$ cat src/rtl/fb_pkg.sv
// Shared definitions for the framebuffer write scheduler: geometry,
// command layout, FSM encoding and a small address helper.
package fb_pkg;

    localparam int FB_WIDTH  = 128;
    localparam int FB_HEIGHT = 96;
    localparam int FB_SIZE   = FB_WIDTH * FB_HEIGHT;

    localparam int ADDR_W       = 14;
    localparam int CMD_W        = 7;
    localparam int COLOR_W      = 3;
    localparam int CMD_SWAP_BIT = 6;
    localparam int ENTRY_W      = ADDR_W + CMD_W;

    // Scheduler states; the encoding is visible on the debug port.
    typedef enum logic [1:0] {
        ST_IDLE      = 2'd0,
        ST_FILL      = 2'd1,
        ST_SWAP_WAIT = 2'd2
    } fb_state_t;

    // One FIFO entry: {addr, data}. The data field is split so that the
    // swap flag (bit 6) and the {B,G,R} colour (bits 2:0) are named.
    // Bits 5:3 carry no meaning and are ignored.
    typedef struct packed {
        logic [ADDR_W-1:0]  addr;
        logic               swap;
        logic [2:0]         rsvd;
        logic [COLOR_W-1:0] color;
    } fb_cmd_t;

    // True when a pixel index falls inside a framebuffer of 'size' pixels.
    function automatic logic addr_in_range(input logic [ADDR_W-1:0] addr,
                                           input int size);
        return int'(addr) < size;
    endfunction

endpackage

$ cat src/rtl/fb_write_scheduler_if.sv
// CPU command port of the write scheduler.
//
// Handshake: the master holds CMD_VALID with CMD_ADDR/CMD_DATA stable; the
// command is transferred on a rising clock edge where CMD_VALID && CMD_READY.
// CMD_READY depends only on FIFO occupancy, never on CMD_VALID.
interface fb_write_scheduler_if;
    import fb_pkg::*;

    logic              CMD_VALID;
    logic [ADDR_W-1:0] CMD_ADDR;
    logic [CMD_W-1:0]  CMD_DATA;
    logic              CMD_READY;

    modport master (
        output CMD_VALID,
        output CMD_ADDR,
        output CMD_DATA,
        input  CMD_READY
    );

    modport slave (
        input  CMD_VALID,
        input  CMD_ADDR,
        input  CMD_DATA,
        output CMD_READY
    );

endinterface

$ cat src/rtl/fb_cmd_fifo.sv
// Synchronous FIFO for CPU commands. The head entry is presented
// combinationally on pop_data; a push is refused while full, even when a
// pop happens in the same cycle.
module fb_cmd_fifo #(
    parameter int DEPTH = 4,
    parameter int WIDTH = 21
) (
    input  logic                   clk,
    input  logic                   rst,
    input  logic                   push,
    input  logic [WIDTH-1:0]       push_data,
    input  logic                   pop,
    output logic [WIDTH-1:0]       pop_data,
    output logic                   full,
    output logic                   empty,
    output logic [$clog2(DEPTH):0] count
);

    localparam int PW = $clog2(DEPTH);
    localparam int CW = PW + 1;

    logic [WIDTH-1:0] mem [DEPTH];
    logic [PW-1:0]    wr_ptr;
    logic [PW-1:0]    rd_ptr;
    logic             do_push;
    logic             do_pop;

    assign full     = (count == CW'(DEPTH));
    assign empty    = (count == '0);
    assign do_push  = push && !full;
    assign do_pop   = pop && !empty;
    assign pop_data = mem[rd_ptr];

    // Storage array; contents need no reset since count gates every read.
    always_ff @(posedge clk) begin
        if (do_push) begin
            mem[wr_ptr] <= push_data;
        end
    end

    // Pointer and occupancy bookkeeping.
    always_ff @(posedge clk) begin
        if (rst) begin
            wr_ptr <= '0;
            rd_ptr <= '0;
            count  <= '0;
        end else begin
            if (do_push) begin
                wr_ptr <= wr_ptr + PW'(1);
            end
            if (do_pop) begin
                rd_ptr <= rd_ptr + PW'(1);
            end
            case ({do_push, do_pop})
                2'b10:   count <= count + CW'(1);
                2'b01:   count <= count - CW'(1);
                default: count <= count;
            endcase
        end
    end

endmodule

$ cat src/rtl/fb_write_scheduler.sv
// Framebuffer write scheduler. Merges CPU pixel writes (via a small FIFO),
// full back-buffer fills and vblank-synchronised buffer swaps into a single
// one-pixel-per-cycle write stream aimed at the back buffer.
module fb_write_scheduler #(
    parameter int FB_WIDTH   = fb_pkg::FB_WIDTH,
    parameter int FB_HEIGHT  = fb_pkg::FB_HEIGHT,
    parameter int FIFO_DEPTH = 4
) (
    input  logic                            CLK,
    input  logic                            RESET,
    fb_write_scheduler_if.slave             cmd,
    input  logic                            FILL_START,
    input  logic [fb_pkg::COLOR_W-1:0]      FILL_COLOR,
    output logic                            FILL_BUSY,
    input  logic                            VBLANK_START,
    output logic                            SWAP_PENDING,
    output logic                            FB_WE,
    output logic [fb_pkg::ADDR_W-1:0]       FB_WADDR,
    output logic [fb_pkg::COLOR_W-1:0]      FB_WDATA,
    output logic                            FB_WSEL,
    output logic                            DISPLAY_SEL,
    output fb_pkg::fb_state_t               dbg_state,
    output logic [$clog2(FIFO_DEPTH):0]     dbg_fifo_count
);
    import fb_pkg::*;

    localparam int                PIX_COUNT = FB_WIDTH * FB_HEIGHT;
    localparam logic [ADDR_W-1:0] LAST_ADDR = ADDR_W'(PIX_COUNT - 1);

    fb_state_t          state;
    logic               fill_pending;
    logic [COLOR_W-1:0] fill_color;
    logic [ADDR_W-1:0]  fill_addr;

    fb_cmd_t            push_entry;
    fb_cmd_t            pop_entry;
    logic               fifo_pop;
    logic               fifo_full;
    logic               fifo_empty;
    logic               rsvd_unused;

    assign push_entry = {cmd.CMD_ADDR, cmd.CMD_DATA};

    fb_cmd_fifo #(
        .DEPTH (FIFO_DEPTH),
        .WIDTH (ENTRY_W)
    ) u_cmd_fifo (
        .clk       (CLK),
        .rst       (RESET),
        .push      (cmd.CMD_VALID),
        .push_data (push_entry),
        .pop       (fifo_pop),
        .pop_data  (pop_entry),
        .full      (fifo_full),
        .empty     (fifo_empty),
        .count     (dbg_fifo_count)
    );

    // Commands are consumed only while idle; fills and pending swaps hold
    // the queue so that command order relative to them is preserved.
    assign fifo_pop      = (state == ST_IDLE) && !fifo_empty;
    assign cmd.CMD_READY = !fifo_full;

    assign FILL_BUSY    = fill_pending || (state == ST_FILL);
    assign SWAP_PENDING = (state == ST_SWAP_WAIT);
    assign FB_WSEL      = ~DISPLAY_SEL;
    assign dbg_state    = state;
    assign rsvd_unused  = ^pop_entry.rsvd;

    // Scheduler FSM with registered write port and display select.
    always_ff @(posedge CLK) begin
        if (RESET) begin
            state        <= ST_IDLE;
            fill_pending <= 1'b0;
            fill_color   <= '0;
            fill_addr    <= '0;
            FB_WE        <= 1'b0;
            FB_WADDR     <= '0;
            FB_WDATA     <= '0;
            DISPLAY_SEL  <= 1'b0;
        end else begin
            FB_WE <= 1'b0;

            // A fill request is remembered once; repeats are dropped until
            // the requested fill has finished.
            if (FILL_START && !fill_pending && (state != ST_FILL)) begin
                fill_pending <= 1'b1;
                fill_color   <= FILL_COLOR;
            end

            case (state)
                ST_IDLE: begin
                    if (!fifo_empty) begin
                        if (pop_entry.swap) begin
                            state <= ST_SWAP_WAIT;
                        end else if (addr_in_range(pop_entry.addr, PIX_COUNT)) begin
                            FB_WE    <= 1'b1;
                            FB_WADDR <= pop_entry.addr;
                            FB_WDATA <= pop_entry.color;
                        end
                    end else if (fill_pending) begin
                        state        <= ST_FILL;
                        fill_pending <= 1'b0;
                        fill_addr    <= '0;
                    end
                end

                ST_FILL: begin
                    FB_WE    <= 1'b1;
                    FB_WADDR <= fill_addr;
                    FB_WDATA <= fill_color;
                    if (fill_addr == LAST_ADDR) begin
                        state <= ST_IDLE;
                    end else begin
                        fill_addr <= fill_addr + ADDR_W'(1);
                    end
                end

                ST_SWAP_WAIT: begin
                    if (VBLANK_START) begin
                        DISPLAY_SEL <= ~DISPLAY_SEL;
                        state       <= ST_IDLE;
                    end
                end

                default: begin
                    state <= ST_IDLE;
                end
            endcase
        end
    end

endmodule
$ cat src/flat_wrapper.sv
// flat-port wrapper written by rule: the top's interface ports become plain ports
module fb_write_scheduler_flat import fb_pkg::*;
#(
    parameter int FB_WIDTH   = fb_pkg::FB_WIDTH,
    parameter int FB_HEIGHT  = fb_pkg::FB_HEIGHT,
    parameter int FIFO_DEPTH = 4
)
  (CLK, RESET, FILL_START, FILL_COLOR, FILL_BUSY, VBLANK_START, SWAP_PENDING, FB_WE, FB_WADDR, FB_WDATA, FB_WSEL, DISPLAY_SEL, dbg_state, dbg_fifo_count, cmd_CMD_VALID, cmd_CMD_ADDR, cmd_CMD_DATA, cmd_CMD_READY);
  fb_write_scheduler_if cmd_i ();
  input  logic CLK;
  input  logic RESET;
  input  logic FILL_START;
  input  logic [fb_pkg::COLOR_W-1:0] FILL_COLOR;
  output logic FILL_BUSY;
  input  logic VBLANK_START;
  output logic SWAP_PENDING;
  output logic FB_WE;
  output logic [fb_pkg::ADDR_W-1:0] FB_WADDR;
  output logic [fb_pkg::COLOR_W-1:0] FB_WDATA;
  output logic FB_WSEL;
  output logic DISPLAY_SEL;
  output fb_pkg::fb_state_t dbg_state;
  output logic [$clog2(FIFO_DEPTH):0] dbg_fifo_count;
  input wire logic [$bits(cmd_i.CMD_VALID)-1:0] cmd_CMD_VALID;
  input wire logic [$bits(cmd_i.CMD_ADDR)-1:0] cmd_CMD_ADDR;
  input wire logic [$bits(cmd_i.CMD_DATA)-1:0] cmd_CMD_DATA;
  output wire logic [$bits(cmd_i.CMD_READY)-1:0] cmd_CMD_READY;
  assign cmd_i.CMD_VALID = cmd_CMD_VALID;
  assign cmd_i.CMD_ADDR = cmd_CMD_ADDR;
  assign cmd_i.CMD_DATA = cmd_CMD_DATA;
  assign cmd_CMD_READY = cmd_i.CMD_READY;
  fb_write_scheduler #(.FB_WIDTH(FB_WIDTH), .FB_HEIGHT(FB_HEIGHT), .FIFO_DEPTH(FIFO_DEPTH)) u_core (.CLK(CLK), .RESET(RESET), .cmd(cmd_i), .FILL_START(FILL_START), .FILL_COLOR(FILL_COLOR), .FILL_BUSY(FILL_BUSY), .VBLANK_START(VBLANK_START), .SWAP_PENDING(SWAP_PENDING), .FB_WE(FB_WE), .FB_WADDR(FB_WADDR), .FB_WDATA(FB_WDATA), .FB_WSEL(FB_WSEL), .DISPLAY_SEL(DISPLAY_SEL), .dbg_state(dbg_state), .dbg_fifo_count(dbg_fifo_count));
endmodule
$ cat config.mk
export PLATFORM = sky130hd
export DESIGN_NAME = fb_write_scheduler_flat
export DESIGN_NICKNAME = d
export VERILOG_FILES = /design/src/rtl/fb_pkg.sv /design/src/rtl/fb_write_scheduler_if.sv /design/src/rtl/fb_cmd_fifo.sv /design/src/rtl/fb_write_scheduler.sv /design/src/flat_wrapper.sv
export SDC_FILE = /design/constraint.sdc
export NUM_CORES = 1
export LEC_CHECK = 0
export BUFFER_PORTS_ARGS = -buffer_cell sky130_fd_sc_hd__buf_2
export CAP_MARGIN = 30
export CORE_MARGIN = 2
export CORE_UTILIZATION = 25
export DETAILED_ROUTE_END_ITERATION = 8
export SYNTH_ARGS = -nofsm -noshare
export SYNTH_HDL_FRONTEND = slang
export SYNTH_SLANG_ARGS = --single-unit
$ cat constraint.sdc
create_clock -name CLK -period 5.5 [get_ports CLK]
set_input_delay 1.1 -clock CLK [delete_from_list [all_inputs] [get_ports CLK]]
set_output_delay 1.1 -clock CLK [all_outputs]
set_load 0.005 [all_outputs]
Word-level counts from Yosys, hierarchy flattened:

Memories as Yosys holds them, arrays and structs flattened. A register that Yosys moved wholly into a read port is not among the register bits.
Index checks and enable logic that the tools add are counted.

* bits in registers: 46
* bits in writable memories: 84
* output and inout port bits: 28
* memories: 1

Memory list
* u_core.u_cmd_fifo.mem: words 4, bits a word 21, read ports 1, clocked after memory_dff 1, wr ports 1, line fb_cmd_fifo.sv:22 `logic [WIDTH-1:0] mem [DEPTH];`

* add/subtract/negate cells: 5
* $lt $le $gt $ge: 1
* eq/ne operators: 17
* muxes and demuxes: 31
* bitwise gates (word level): 1
* reductions and logical operators: 17

Operators with widths (number)
* 14-bit 2-to-1 mux: 6
* 14-bit case mux with 2 select lines: 2
* 14-bit by 1-bit adder with 14-bit output, second input constant: 1
* 14-bit equality test, second input constant: 1
* 14-bit < comparator, second input constant: 1
* 2-bit 2-to-1 mux: 7
* 2-bit != test, second input constant: 6
* 3-bit case mux with 2 select lines: 2
* 4-bit AND reduction: 3
* 1-bit 2-to-1 mux: 9
* 3-bit 2-to-1 mux: 3
* 2-bit by 1-bit != test with 1-bit output, second input constant: 3
* 2-bit case mux with 3 select lines: 1
* 1-bit logical AND: 5
* 2-bit by 1-bit adder with 2-bit output, second input constant: 2
* 2-bit by 1-bit equality test with 1-bit output, second input constant: 2
* 2-bit equality test, second input constant: 2
* 2-bit nonzero test: 2
* 3-bit by 1-bit adder with 3-bit output, second input constant: 1
* 3-bit equality test, second input constant: 1
* 1-bit zero test: 3
* 3-bit zero test: 1
* 3-bit by 1-bit != test with 1-bit output, second input constant: 1
* 3-bit by 2-bit != test with 1-bit output, second input constant: 1
* other kinds (6): 6

Longest topological paths before layout:

* depth after elaboration: 7
* depth in mapped cells: 9

Cells and area by module:

Synthesis repeated with hierarchy kept, for this count alone.

* cells, all modules: 396
* area, all modules: 5482.8 µm²

By module, submodules not included
* fb_cmd_fifo: times used 1, cells each 163, area an instance 3508.4 µm²
* fb_write_scheduler: times used 1, cells each 233, area an instance 1974.4 µm²

Worst setup path after synthesis:

Ideal clock, no wire load.

* path kind: input to register
* start: input cmd_CMD_VALID
* end: register u_core.u_cmd_fifo.count[2]
* library setup time: 0.070 ns
* arrival: 2.458 ns
* required time: 5.430 ns
* setup slack: 2.972 ns
* stages on the path: 8
* buffers on the path: 0
* cell sequence: and2_1 inv_2 ha_1 inv_1 fa_1 xor2_1 or3_1 a21oi_1

* cells in the longest elaborated chain, start to end: 3
* elaborated cells between the ends (all ways): 5

RTL lines
* start: declaration: line flat_wrapper.sv:24 `input wire logic [$bits(cmd_i.CMD_VALID)-1:0] cmd_CMD_VALID;`
* 1-bit logical AND (*): line fb_cmd_fifo.sv:30 `assign do_push = push && !full;`
* 2-bit by 1-bit equality test with 1-bit output or 2-bit equality test (tied branches): line fb_cmd_fifo.sv:54 `case ({do_push, do_pop})`
* 3-bit case mux with 2 select lines or 2-bit nonzero test (tied branches)
* end signal: assignment: line fb_cmd_fifo.sv:55 `2'b10: count <= count + CW'(1);`
* end signal: assignment: line fb_cmd_fifo.sv:56 `2'b01: count <= count - CW'(1);`
* end signal: assignment: line fb_cmd_fifo.sv:57 `default: count <= count;`
* end: declaration: line fb_cmd_fifo.sv:16 `output logic [$clog2(DEPTH):0] count`

Every way passes the cells marked *; elsewhere a longest branch is shown, timed or not.
A chain may end at the register's enable or synchronous reset.

Final worst setup path:

* start: register u_core.state[1] (netlist: u_core.dbg_state[1])
* end: output FILL_BUSY

* cells in the longest elaborated chain, start to end: 2

RTL lines
* start: declaration: line fb_write_scheduler.sv:30 `fb_state_t state;`
* start signal: assignment: line fb_write_scheduler.sv:73 `state <= ST_IDLE;`
* start signal: assignment: line fb_write_scheduler.sv:95 `state <= ST_SWAP_WAIT;`
* start signal: assignment: line fb_write_scheduler.sv:102 `state <= ST_FILL;`
* 2-bit by 1-bit equality test with 1-bit output: line fb_write_scheduler.sv:64 `assign FILL_BUSY = fill_pending || (state == ST_FILL);`
* 1-bit logical OR: line fb_write_scheduler.sv:64
* end: declaration: line flat_wrapper.sv:14 `output logic FILL_BUSY;`

Every way passes these cells.

==> results.yml <==
layout:
  syn_to_final_growth_pct: 22.9
  nFillCells: 1964
  final_cell_mix: "edfxtp_1, buf_2, dfxtp_1"
  diodes: 0
  mostFrequentLayoutCell: "edfxtp_1"
  fin_cells: 699
  layout-drive-gt1-share_pct: 24.9
  final_nets: 457
setup_path:
  startpoint_type: "flip-flop"
  path_class: "flip-flop to output pin"
  crit_chain: "nand2b_1, buf_4, nand2b_1, buf_2"
  required_ns: 4.40
  cp-end-kind: "output pin"
  critPathSlowestCell: "dfxtp_1"
  slowest_delay_ns: 0.55
  cp_common_cell: "nand2b_1"
  cp_max_fo: 39
  arrival_ns: 1.71
  ff2ff_path_depth: 5
grt:
  grt_max_degree: 40
  grt.total_usage_pct: 10.9
  use_met2_pct: 18.0
  met1_usage_pct: 13.3
  grt_pass1_wl_um: 17900
  antenna_found_initial: 1
  grt-ovfl-total: 0
  grt_util_met3_pct: 3.20
  grt_pass1_vias: 3225
  grt.busiest_layer: "met2"
drt:
  first_pass_iters: 4
  drc: 0
  wl_um: 11100
  wire_per_inst_um: 15.9
  via_per_inst: 4.46
  dr_total_vias: 3116
  dr.first_iter.drc_count: 140
  ant_nets: 0
placed_design:
  place.gp.congestion: 0.838
  dpl.hpwl_um: 7650
  placed_cells: 667
  io_buffers: 53
hold_path:
  hold_path_class: "flip-flop to flip-flop"
  min_delay_path_depth: 2
timing:
  setup_tns_ns: 0
  period_minus_slack_ns: 2.81
  rsz0062_at_grt: "false"
  fmax_mhz: 356
  hold_viol_final: 0
  holdWs_ns: 0.496
  skew_ns: 0.00850
  relSlewSlack_pct: 36.6
  report.final.slew_viol_count: 0
  finalCritPeriodShare_pct: 51.0
  worst-slew-pin-transition_ns: 0.950
  setup_viol: 0
power:
  internal_power_mw: 2.05
  clock_power_share_pct: 32.8
  power.share.sequential_pct: 41.3
  powerDensity_nw_per_um2: 484
  p_sw_share_pct: 30.9
  power.switching_mw: 0.917
  ir_drop_mv: 0.199
  pwr-share-comb_pct: 25.9
  power_mw: 2.97
  leakage_nw: 2.26
floorplanning:
  coreArea_um2: 19500
  die_area_um2: 21100
  die_h_um: 145
  num_rows: 51
  initial_core_util_pct: 25.6
  die_x_um: 145
  ios: 57
cts:
  cts-htree-levels: 4
  insertion_delay_ns: 0.41
  cts_tree: "yes"
  path_clk_slew_ns: 0.06
  clockRootBuffer: "clkbuf_16"
  cts.sinks: 120
  holdBufCountCts: 0
  clockBufferDepth: 2
  cts_buffers: 17
  cts-resized-gates: 0
  post_cts_buffers: 0
yosys:
  async_flop_share_pct: 0
  synth.distinct_cells: 56
  ys_ff_latch: 120
  synth_edf_count: 72
  yosysWarnings: 0
  seq_area_frac_synth_pct: 62.5
  ys.flop_type: "edfxtp_1"
  synthCells: 361
  synthesis.nets: 397
  synth_area_um2: 5000
  avgSynthCellArea_um2: 13.8
run:
  maxCapViolCount: 0
status:
  status: "finished clean"
area by class of cell:
| class | instances | area, um2 | area share [%] |
|---|---|---|---|
| Timing Repair Buffer | 60 | 405 | 6.60 |
| Clock inverter | 15 | 105 | 1.71 |
| Sequential cell | 120 | 3120 | 50.9 |
| Tap cell | 265 | 332 | 5.40 |
| Inverter | 15 | 56.3 | 0.917 |
| Multi-Input combinational cell | 207 | 1690 | 27.6 |
| Clock buffer | 17 | 425 | 6.93 |
path summary, 6_finish.rpt:
path / start / to / slack [ns]
worst max-delay path: u_core.dbg_state[1] / FILL_BUSY / 2.69
worst min-delay path: u_core.fill_color[0] / u_core.fill_color[0] / 0.50
worst max register to register: flip-flop / u_core.FB_WADDR[10] / 2.88
worst min register to register: u_core.fill_color[0] / u_core.fill_color[0] / 0.50
state kept, by name, summed over array words and instances, names as in the netlist, 2 cells and up, named ones only:
signal                    flops
u_core.fill_color             3
u_core.FB_WADDR              14
u_core.fill_addr             14
u_core.dbg_state              2
u_core.u_cmd_fifo.rd_ptr      2
u_core.FB_WDATA               3
u_core.u_cmd_fifo.wr_ptr      2
u_core.u_cmd_fifo.mem        72
u_core.u_cmd_fifo.count       3
kinds of logic (layout without fill, tap and decap cells):
family,count (synthesis),in the layout,share of synthesized area [%]
AND/OR/NAND/NOR,83,83,9.19
XOR/XNOR,6,6,1.05
flip-flops,120,120,62.5
adder cells (fa/ha/maj),7,7,1.90
multiplexers,40,40,12.9
buffers and inverters,34,107,3.63
AO/OA/AOI/OAI,71,71,8.84
stage by stage:
step	util (%)	setup slack, ns	instance area (um2)
6_report	31.4	2.69	6140
4_1_cts	31.4	2.66	6140
5_1_grt	31.4	2.54	6140
3_5_place_dp	28.7	2.61	5610
3_3_place_gp	28.1	2.65	5490
2_1_floorplan	-	2.97	5000
critical path, delay by kind of cell, from the launching register on:
kind	cells	cell delay, ns
buf+inv	2	0.49
flops	1	0.55
simple gates	2	0.26
power by group through the flow:
stage	Clock, mW	Sequential [mW]	Combinational (mW)
after floorplan	0	1.20	0.541
after global placement	0	1.25	0.718
after detailed placement	0	1.25	0.781
after CTS	0.987	1.23	0.787
after global routing	1.03	1.25	0.851
final	0.973	1.23	0.771
cell usage after synthesis, drive strengths merged (2+ instances only):
library cell | instances | area [um2]
a211oi | 2 | 20.0
a21oi | 27 | 135
a221o | 3 | 30.0
and3 | 7 | 43.8
buf | 5 | 52.6
clkbuf | 14 | 72.6
dfxtp | 48 | 961
edfxtp | 72 | 2160
ha | 6 | 75.1
inv | 15 | 56.3
mux2i | 21 | 210
mux4 | 18 | 424
nand2 | 13 | 48.8
nand2b | 2 | 12.5
nand3 | 5 | 25.0
nand3b | 2 | 15.0
nand4 | 5 | 31.3
nor2 | 18 | 67.6
nor2b | 2 | 12.5
nor3 | 8 | 40.0
nor4 | 6 | 52.6
nor4b | 2 | 17.5
o211ai | 3 | 22.5
o21a | 3 | 22.5
o21ai | 20 | 100
o22ai | 2 | 12.5
o311ai | 2 | 17.5
or3 | 5 | 31.3
or4 | 2 | 15.0
xnor2 | 4 | 35.0
xor2 | 2 | 17.5
layer usage:
metal,part of all wire [%],wire [um]
met3,3.7,411
met1,43,4810
met5,0.099,11
met4,1.7,183
met2,51,5660
(Power assumes the default switching activity.)
